File: src/rtl/md_cart_mapper.sv
// rtl/md_cart_mapper.sv - Mega Drive cartridge bank/SRAM mapper with backing-memory request FSM
module md_cart_mapper (
  input  logic        MCLK,
  input  logic        reset,
  input  logic [20:0] cart_address,
  input  logic        cart_cs,
  input  logic        cart_oe,
  input  logic        cart_lwr,
  input  logic        cart_uwr,
  input  logic        cart_time,
  input  logic [15:0] cart_data_wr,
  output logic [15:0] cart_data,
  output logic        mem_req,
  output logic        mem_we,
  output logic [1:0]  mem_be,
  output logic        mem_sram,
  output logic [23:0] mem_addr,
  output logic [15:0] mem_wdata,
  input  logic        mem_ack,
  input  logic [15:0] mem_rdata,
  output logic        sram_en
);

  typedef enum logic [1:0] {IDLE, RD, WR} state_t;

  state_t      state_q;
  logic        rd_q, rd_d1_q, wr_q, wr_d1_q, tw_q, tw_d1_q;
  logic        rd_start, wr_start, tw_start;
  logic        sram_en_q, sram_wp_q;
  logic [5:0]  bank_q [1:7];
  logic [5:0]  bank_sel;
  logic        sram_win;

  // captured request candidate from this cycle's start
  logic        cap_valid_d, cap_we_d, cap_sram_d;
  logic [1:0]  cap_be_d;
  logic [23:0] cap_addr_d;

  // request actually issued from IDLE: pending slot first, else the fresh start
  logic        iss_valid_d, iss_we_d, iss_sram_d;
  logic [1:0]  iss_be_d;
  logic [23:0] iss_addr_d;
  logic [15:0] iss_wdata_d;

  logic        pend_valid_q, pend_we_q, pend_sram_q;
  logic [1:0]  pend_be_q;
  logic [23:0] pend_addr_q;
  logic [15:0] pend_wdata_q;

  logic        mem_req_q, mem_we_q, mem_sram_q;
  logic [1:0]  mem_be_q;
  logic [23:0] mem_addr_q;
  logic [15:0] mem_wdata_q, cart_data_q;

  assign rd_start = rd_q & ~rd_d1_q;
  assign wr_start = wr_q & ~wr_d1_q;
  assign tw_start = tw_q & ~tw_d1_q;

  // strobe edge detection registers
  always_ff @(posedge MCLK or posedge reset) begin
    if (reset) begin
      rd_q <= 1'b0; rd_d1_q <= 1'b0;
      wr_q <= 1'b0; wr_d1_q <= 1'b0;
      tw_q <= 1'b0; tw_d1_q <= 1'b0;
    end else begin
      rd_q    <= cart_cs & cart_oe;
      wr_q    <= cart_cs & (cart_lwr | cart_uwr);
      tw_q    <= cart_time & cart_lwr;
      rd_d1_q <= rd_q;
      wr_d1_q <= wr_q;
      tw_d1_q <= tw_q;
    end
  end

  // $A130xx register writes, handled outside the request FSM
  always_ff @(posedge MCLK or posedge reset) begin
    if (reset) begin
      sram_en_q <= 1'b0;
      sram_wp_q <= 1'b0;
      for (int i = 1; i <= 7; i++) bank_q[i] <= 6'(i);
    end else if (tw_start) begin
      if (cart_address[6:0] == 7'h78) begin
        sram_en_q <= cart_data_wr[0];
        sram_wp_q <= cart_data_wr[1];
      end else if (cart_address[6:3] == 4'hF && cart_address[2:0] != 3'd0) begin
        bank_q[cart_address[2:0]] <= cart_data_wr[5:0];
      end
    end
  end

  // address decode and start capture
  always_comb begin
    case (cart_address[20:18])
      3'd1:    bank_sel = bank_q[1];
      3'd2:    bank_sel = bank_q[2];
      3'd3:    bank_sel = bank_q[3];
      3'd4:    bank_sel = bank_q[4];
      3'd5:    bank_sel = bank_q[5];
      3'd6:    bank_sel = bank_q[6];
      3'd7:    bank_sel = bank_q[7];
      default: bank_sel = 6'd0;
    endcase
    sram_win   = sram_en_q && (cart_address[20:15] == 6'b100000);
    cap_sram_d = sram_win;
    cap_addr_d = sram_win ? {9'h0, cart_address[14:0]} : {bank_sel, cart_address[17:0]};
    // a write start wins over a simultaneous read start, even when the write is dropped
    cap_valid_d = wr_start ? (sram_win && !sram_wp_q) : rd_start;
    cap_we_d    = wr_start;
    cap_be_d    = wr_start ? {cart_uwr, cart_lwr} : 2'b11;

    iss_valid_d = pend_valid_q | cap_valid_d;
    iss_we_d    = pend_valid_q ? pend_we_q    : cap_we_d;
    iss_sram_d  = pend_valid_q ? pend_sram_q  : cap_sram_d;
    iss_be_d    = pend_valid_q ? pend_be_q    : cap_be_d;
    iss_addr_d  = pend_valid_q ? pend_addr_q  : cap_addr_d;
    iss_wdata_d = pend_valid_q ? pend_wdata_q : cart_data_wr;
  end

  // request FSM with one-deep pending slot and registered bus outputs
  always_ff @(posedge MCLK or posedge reset) begin
    if (reset) begin
      state_q      <= IDLE;
      mem_req_q    <= 1'b0;
      mem_we_q     <= 1'b0;
      mem_be_q     <= 2'b00;
      mem_sram_q   <= 1'b0;
      mem_addr_q   <= 24'h0;
      mem_wdata_q  <= 16'h0;
      cart_data_q  <= 16'h0;
      pend_valid_q <= 1'b0;
      pend_we_q    <= 1'b0;
      pend_sram_q  <= 1'b0;
      pend_be_q    <= 2'b00;
      pend_addr_q  <= 24'h0;
      pend_wdata_q <= 16'h0;
    end else begin
      // the slot keeps the newest start unless IDLE consumes it directly
      if (cap_valid_d && !(state_q == IDLE && !pend_valid_q)) begin
        pend_we_q    <= cap_we_d;
        pend_sram_q  <= cap_sram_d;
        pend_be_q    <= cap_be_d;
        pend_addr_q  <= cap_addr_d;
        pend_wdata_q <= cart_data_wr;
      end
      case (state_q)
        IDLE: begin
          pend_valid_q <= pend_valid_q & cap_valid_d;
          if (iss_valid_d) begin
            mem_req_q   <= 1'b1;
            mem_we_q    <= iss_we_d;
            mem_be_q    <= iss_be_d;
            mem_sram_q  <= iss_sram_d;
            mem_addr_q  <= iss_addr_d;
            mem_wdata_q <= iss_wdata_d;
            state_q     <= iss_we_d ? WR : RD;
          end
        end
        RD, WR: begin
          if (cap_valid_d) pend_valid_q <= 1'b1;
          if (mem_ack) begin
            mem_req_q <= 1'b0;
            state_q   <= IDLE;
            if (state_q == RD) cart_data_q <= mem_rdata;
          end
        end
        default: state_q <= IDLE;
      endcase
    end
  end

  assign cart_data = cart_data_q;
  assign mem_req   = mem_req_q;
  assign mem_we    = mem_we_q;
  assign mem_be    = mem_be_q;
  assign mem_sram  = mem_sram_q;
  assign mem_addr  = mem_addr_q;
  assign mem_wdata = mem_wdata_q;
  assign sram_en   = sram_en_q;

endmodule

File: config.mk
export PLATFORM = sky130hd
export DESIGN_NAME = md_cart_mapper
export DESIGN_NICKNAME = d
export VERILOG_FILES = /design/src/rtl/md_cart_mapper.sv
export SDC_FILE = /design/constraint.sdc
export NUM_CORES = 1
export LEC_CHECK = 0
export ABC_AREA = 1
export ABC_CLOCK_PERIOD_IN_PS = 6230
export CORE_MARGIN = 5
export CORE_UTILIZATION = 50
export DETAILED_ROUTE_END_ITERATION = 12
export HOLD_SLACK_MARGIN = 0.15
export PLACE_DENSITY = 0.76
export SYNTH_ARGS = -nofsm -noshare
export SYNTH_HDL_FRONTEND = slang
export SYNTH_SLANG_ARGS = --single-unit
File: constraint.sdc
create_clock -name MCLK -period 6.23 [get_ports MCLK]
set_input_delay 1.246 -clock MCLK [delete_from_list [all_inputs] [get_ports MCLK]]
set_output_delay 1.246 -clock MCLK [all_outputs]
set_load 0.1 [all_outputs]
## After elaboration in Yosys (flattened, before gate mapping)

Index checks and enable logic that the tools add are counted.

- Magnitude comparators: 2
- Equality and inequality tests: 15
- Multiplexer cells: 21
- Bitwise operators: 14
- Reductions and logical operators: 20

Operators by type and width:

| operator | count |
|---|---|
| $mux 24 | 2 |
| $bwmux 42 | 1 |
| $pmux 6 s7 | 1 |
| $demux 6 s3 | 1 |
| $mux 16 | 1 |
| $eq 3x3->1 const B | 4 |
| $mux 2 | 5 |
| $reduce_and 3->1 | 3 |
| $reduce_and 2->1 | 4 |
| $and 1x1->1 | 7 |
| $eq 7x7->1 const B | 1 |
| $eq 3x2->1 const B | 2 |
| $eq 6x6->1 const B | 1 |
| $logic_and 1x1->1 | 6 |
| $mux 1 | 6 |
| $mux 6 | 1 |
| $ne 2x2->1 const B | 3 |
| $eq 4x4->1 const B | 1 |
| $ge 4x4->1 const B | 1 |
| $lt 4x1->1 const B | 1 |
| $not 1->1 | 4 |
| $not 3->4 | 1 |
| $pmux 1 s2 | 2 |
| $pmux 2 s2 | 1 |
| 9 further kinds | 12 |

- Register bits: 158
- Input bits: 61
- Logic and storage cells: 101

## Logic depth before layout (Yosys ltp)

- Depth after elaboration: 7
- Gate-level depth with buffers: 10
- Gate-level depth less buffers: 9

## Worst setup path after synthesis

OpenSTA, ideal clock, no wires.

- Path type: in2reg
- From: in cart_address[20]
- To: reg pend_addr_q[0]
- Library setup time: 0.127 ns
- Data arrival time: 2.234 ns
- Data required time: 6.103 ns
- Path slack: 3.869 ns
- Cell stages on the path: 8
- Path buffers: 3
- Path through: buf_4 > nand2_1 > nor2_2 > nand3_2 > a21oi_4 > buf_6 > buf_6 > a21oi_1

- Word-level cells in the longest chain between the ends: 5

Ends and longest elaborated chain:

| element | line | text |
|---|---|---|
| start, declared | 5 | `input logic [20:0] cart_address,` |
| $eq 6x6->1 | 103 | `sram_win = sram_en_q && (cart_address[20:15] == 6'b100000);` |
| $logic_and 1x1->1 | 103 |  |
| $logic_and 1x1->1 | 107 | `cap_valid_d = wr_start ? (sram_win && !sram_wp_q) : rd_start;` |
| $mux 1 | 107 |  |
| $logic_and 1x1->1 | 138 | `if (cap_valid_d && !(state_q == IDLE && !pend_valid_q)) begin` |
| end signal, assigned | 142 | `pend_addr_q <= cap_addr_d;` |
| end, declared | 47 | `logic [23:0] pend_addr_q;` |

No other way between the ends.
A chain may end at the register's enable or synchronous reset.

## Worst setup path in the final report

- From: in cart_address[19]
- To: reg pend_wdata_q[2]

- Word-level cells in the longest chain between the ends: 5

Ends and longest elaborated chain:

| element | line | text |
|---|---|---|
| $eq 6x6->1 | 103 |  |
| $logic_and 1x1->1 | 103 |  |
| $logic_and 1x1->1 | 107 |  |
| $mux 1 | 107 |  |
| $logic_and 1x1->1 | 138 |  |
| end signal, assigned | 143 | `pend_wdata_q <= cart_data_wr;` |
| end, declared | 48 | `logic [15:0] pend_wdata_q;` |

No other way between the ends.

==> flow_summary.yaml <==
power_and_ir_drop:
  p_sw_share_pct: 48.3
  pwr-share-clk_pct: 21.7
  p_leak_uw: 0.00470
  pwr-share-comb_pct: 48.4
  p_sw_uw: 2510
  power_frac_seq_pct: 29.9
  p_int_uw: 2690
  max-vdd-ir-drop_v: 0.000271
  power_density_mw_per_mm2: 554
detailed_routing:
  drtIter0Drc: 571
  vias: 6308
  wire_per_inst_um: 14.8
  drc: 0
  viasPerCell: 5.13
  wirelength_um: 18200
  drt_pass1_iterations: 5
  antenna_left: 0
floorplanning:
  start_util_pct: 51.1
  ios: 123
  coreArea_mm2: 0.0146
  chipHeight_um: 132
  rows: 44
  die_w_um: 132
  die_area_mm2: 0.0175
setup_path:
  slowest_delay_ps: 830
  cp_top_family: "buffers and inverters"
  cp_cell_sequence: "clkdlybuf4s50_1 -> inv_2 -> nand2_1 -> nor2_2 -> nand3_2 -> a21oi_4 -> buf_4 -> nor2_1 -> a21oi_2"
  cp.required_ps: 6580
  critical_path_class: "input port to register"
  ff2ff_setup_slack_ps: 3380
  start_kind: "input port"
  path_depth: 9
  critPathMaxFanout: 54
  cp.buffers_inverters: 3
  slowest_stage: "clkdlybuf4s50_1"
  r2r_cells: 5
  endpoint_kind: "register"
  cp.arrival_ps: 4300
yosys:
  synth_top_cell_by_area: "dfrtp_1"
  synth.most_common_cell: "nand2_1"
  yosys.area.top_type_share_pct: 49.0
  syn-cell-area_mm2: 0.00746
  syn_nets: 991
  yosysSeqAreaShare_pct: 53.2
  synthCells: 928
  syn-mean-instance-area_um2: 8.04
  ys_types: 33
  synth_common_cells: "320 x nand2_1, 146 x dfrtp_1, 113 x inv_1"
  ys_warn_count: 0
  ys_seq_elements: 158
  synth_enable_flop_cells: 0
  ys.flop_type: "dfrtp_1"
  synth_area_leaders: "dfrtp_1 49%, nand2_1 16%, inv_1 5.7%"
  async_flop_share_pct: 100
timing:
  drv_slew: 0
  setup_ws_ps: 2280
  whs_ps: 372
  setup_viol: 0
  tightest_slew_ps: 1030
  slew_headroom_pct: 31.3
  final.setup_skew_ps: 6.76
  period_share_pct: 63.3
  rsz0062_at_grt: "false"
  fmax_mhz: 253
  hold_violations: 0
  finalSetupTns_ps: 0
  period_minus_slack_ps: 3950
clock_network:
  clock-sinks: 158
  htreeDepth: 4
  cts-resized-gates: 0
  tritoncts: "done"
  cts_root_buf: "clkbuf_16"
  clockBufferDepth: 2
  cts_buffers: 17
  clk_pin_slew_worst_paths_ps: 60
  clk_latency_ps: 430
  ctsHoldBuffers: 0
  postCtsSetupBuffers: 0
placed_design:
  pre_cts_ws_ps: 1930
  hpwl_um: 11800
  dp.cells: 1197
  place_congestion: 0.853
  io_buffers: 122
global_route:
  antenna_found_initial: 0
  grt_pass1_wl_um: 30700
  grt_max_degree: 73
  grt_usage_pct: 21.6
  grt_overflow: 0
  grt_pass1_vias: 6064
min_path:
  hold_depth: 0
  hold_class: "register to register"
flow_run:
  max-cap-violations: 0
layout:
  drive_above_1_share_pct: 8.42
  final_util_pct: 64.4
  antenna_cells: 0
  final-instance-count-excl-fill: 1229
  fin_nets: 1095
  syn2layout_area_growth_pct: 25.8
run_status:
  status: "completed"
sequential cells by signal (all words and copies together) (netlist names), 2 cells and up:
name	flops
pend_addr_q	24
mem_be	2
pend_wdata_q	16
state_q	2
mem_wdata	16
mem_addr	24
cart_data	16
bank_q	42
pend_be_q	2
metal layers:
metal  routed length, µm  GRT usage, %  up-vias
met4                 283          7.37        0
met5                   0             0        -
met2                8790          34.2      195
met3                1020          4.54       27
met1                8140          29.6     2947
li1                    -             -     3139
cells in the final DEF (no fill, tap or decap), types with 2 or more instances in the layout:
cell and count:
buf_4 8, nor3_1 2, dfstp_2 12, ha_1 2, clkinvlp_4 2, dfrtp_1 146, a21oi_1 19, clkbuf_8 4
mux2_2 16, nor2_1 66, clkdlybuf4s50_1 122, or2_2 3, o21ai_1 9, clkinv_1 8, nand2_1 320, nand3_2 2
inv_1 112, a21oi_2 6, nand3_1 24, clkinv_2 3, nand4_1 61, clkbuf_16 17, inv_2 3, o21ai_0 61
bufinv_16 4
power by group through the flow:
stage | Clock [µW] | Combinational, µW | Sequential (µW)
after floorplan | 0 | 615 | 2890
after global placement | 0 | 2490 | 1560
after detailed placement | 0 | 2520 | 1570
after CTS | 1140 | 2540 | 1560
after global routing | 1190 | 2660 | 1600
final | 1130 | 2520 | 1560
logic make-up after synthesis:
logic type               after synthesis  share of synthesized area [%]
flip-flops                           158                           53.2
buffers and inverters                170                           9.42
AO/OA/AOI/OAI                         98                           7.08
multiplexers                          16                           2.41
AND/OR/NAND/NOR                      484                           27.6
adder cells (fa/ha/maj)                2                          0.335
worst reg2reg max path: cells and delay by family, from the launching register on:
kind                   cells  cell delay (ps)
buffers and inverters      1              580
DFF                        1             1020
AOI/OAI and AO/OA          2              770
and+or+nand+nor            2              400
final timing paths:
path | to | start
worst max-delay path | pend_wdata_q[2] | cart_address[19]
worst min-delay path | wr_d1_q | wr_q
worst max register to register | pend_wdata_q[2] | pend_valid_q
worst min register to register | wr_d1_q | wr_q
max in group asynchronous | rd_q | reset
min in group asynchronous | bank_q[41] | reset
final cells by class:
| cell class | count | area, µm² |
|---|---|---|
| well taps | 184 | 230 |
| inverters | 125 | 477 |
| repair buffers | 130 | 1280 |
| flip-flops and latches | 158 | 3970 |
| multi-input cells | 600 | 2790 |
| clock inverters | 10 | 159 |
| fillers | 1210 | 5200 |
| clock buffers | 22 | 484 |
stage by stage:
stage          total power, µW  cell area (µm²)
6_report                  5200             9390
3_5_place_dp              4090             8750
3_3_place_gp              4050             8750
5_1_grt                   5450             9390
2_1_floorplan             3500             7460
4_1_cts                   5230             9390
Note: power is estimated with default switching activity, not from simulation.
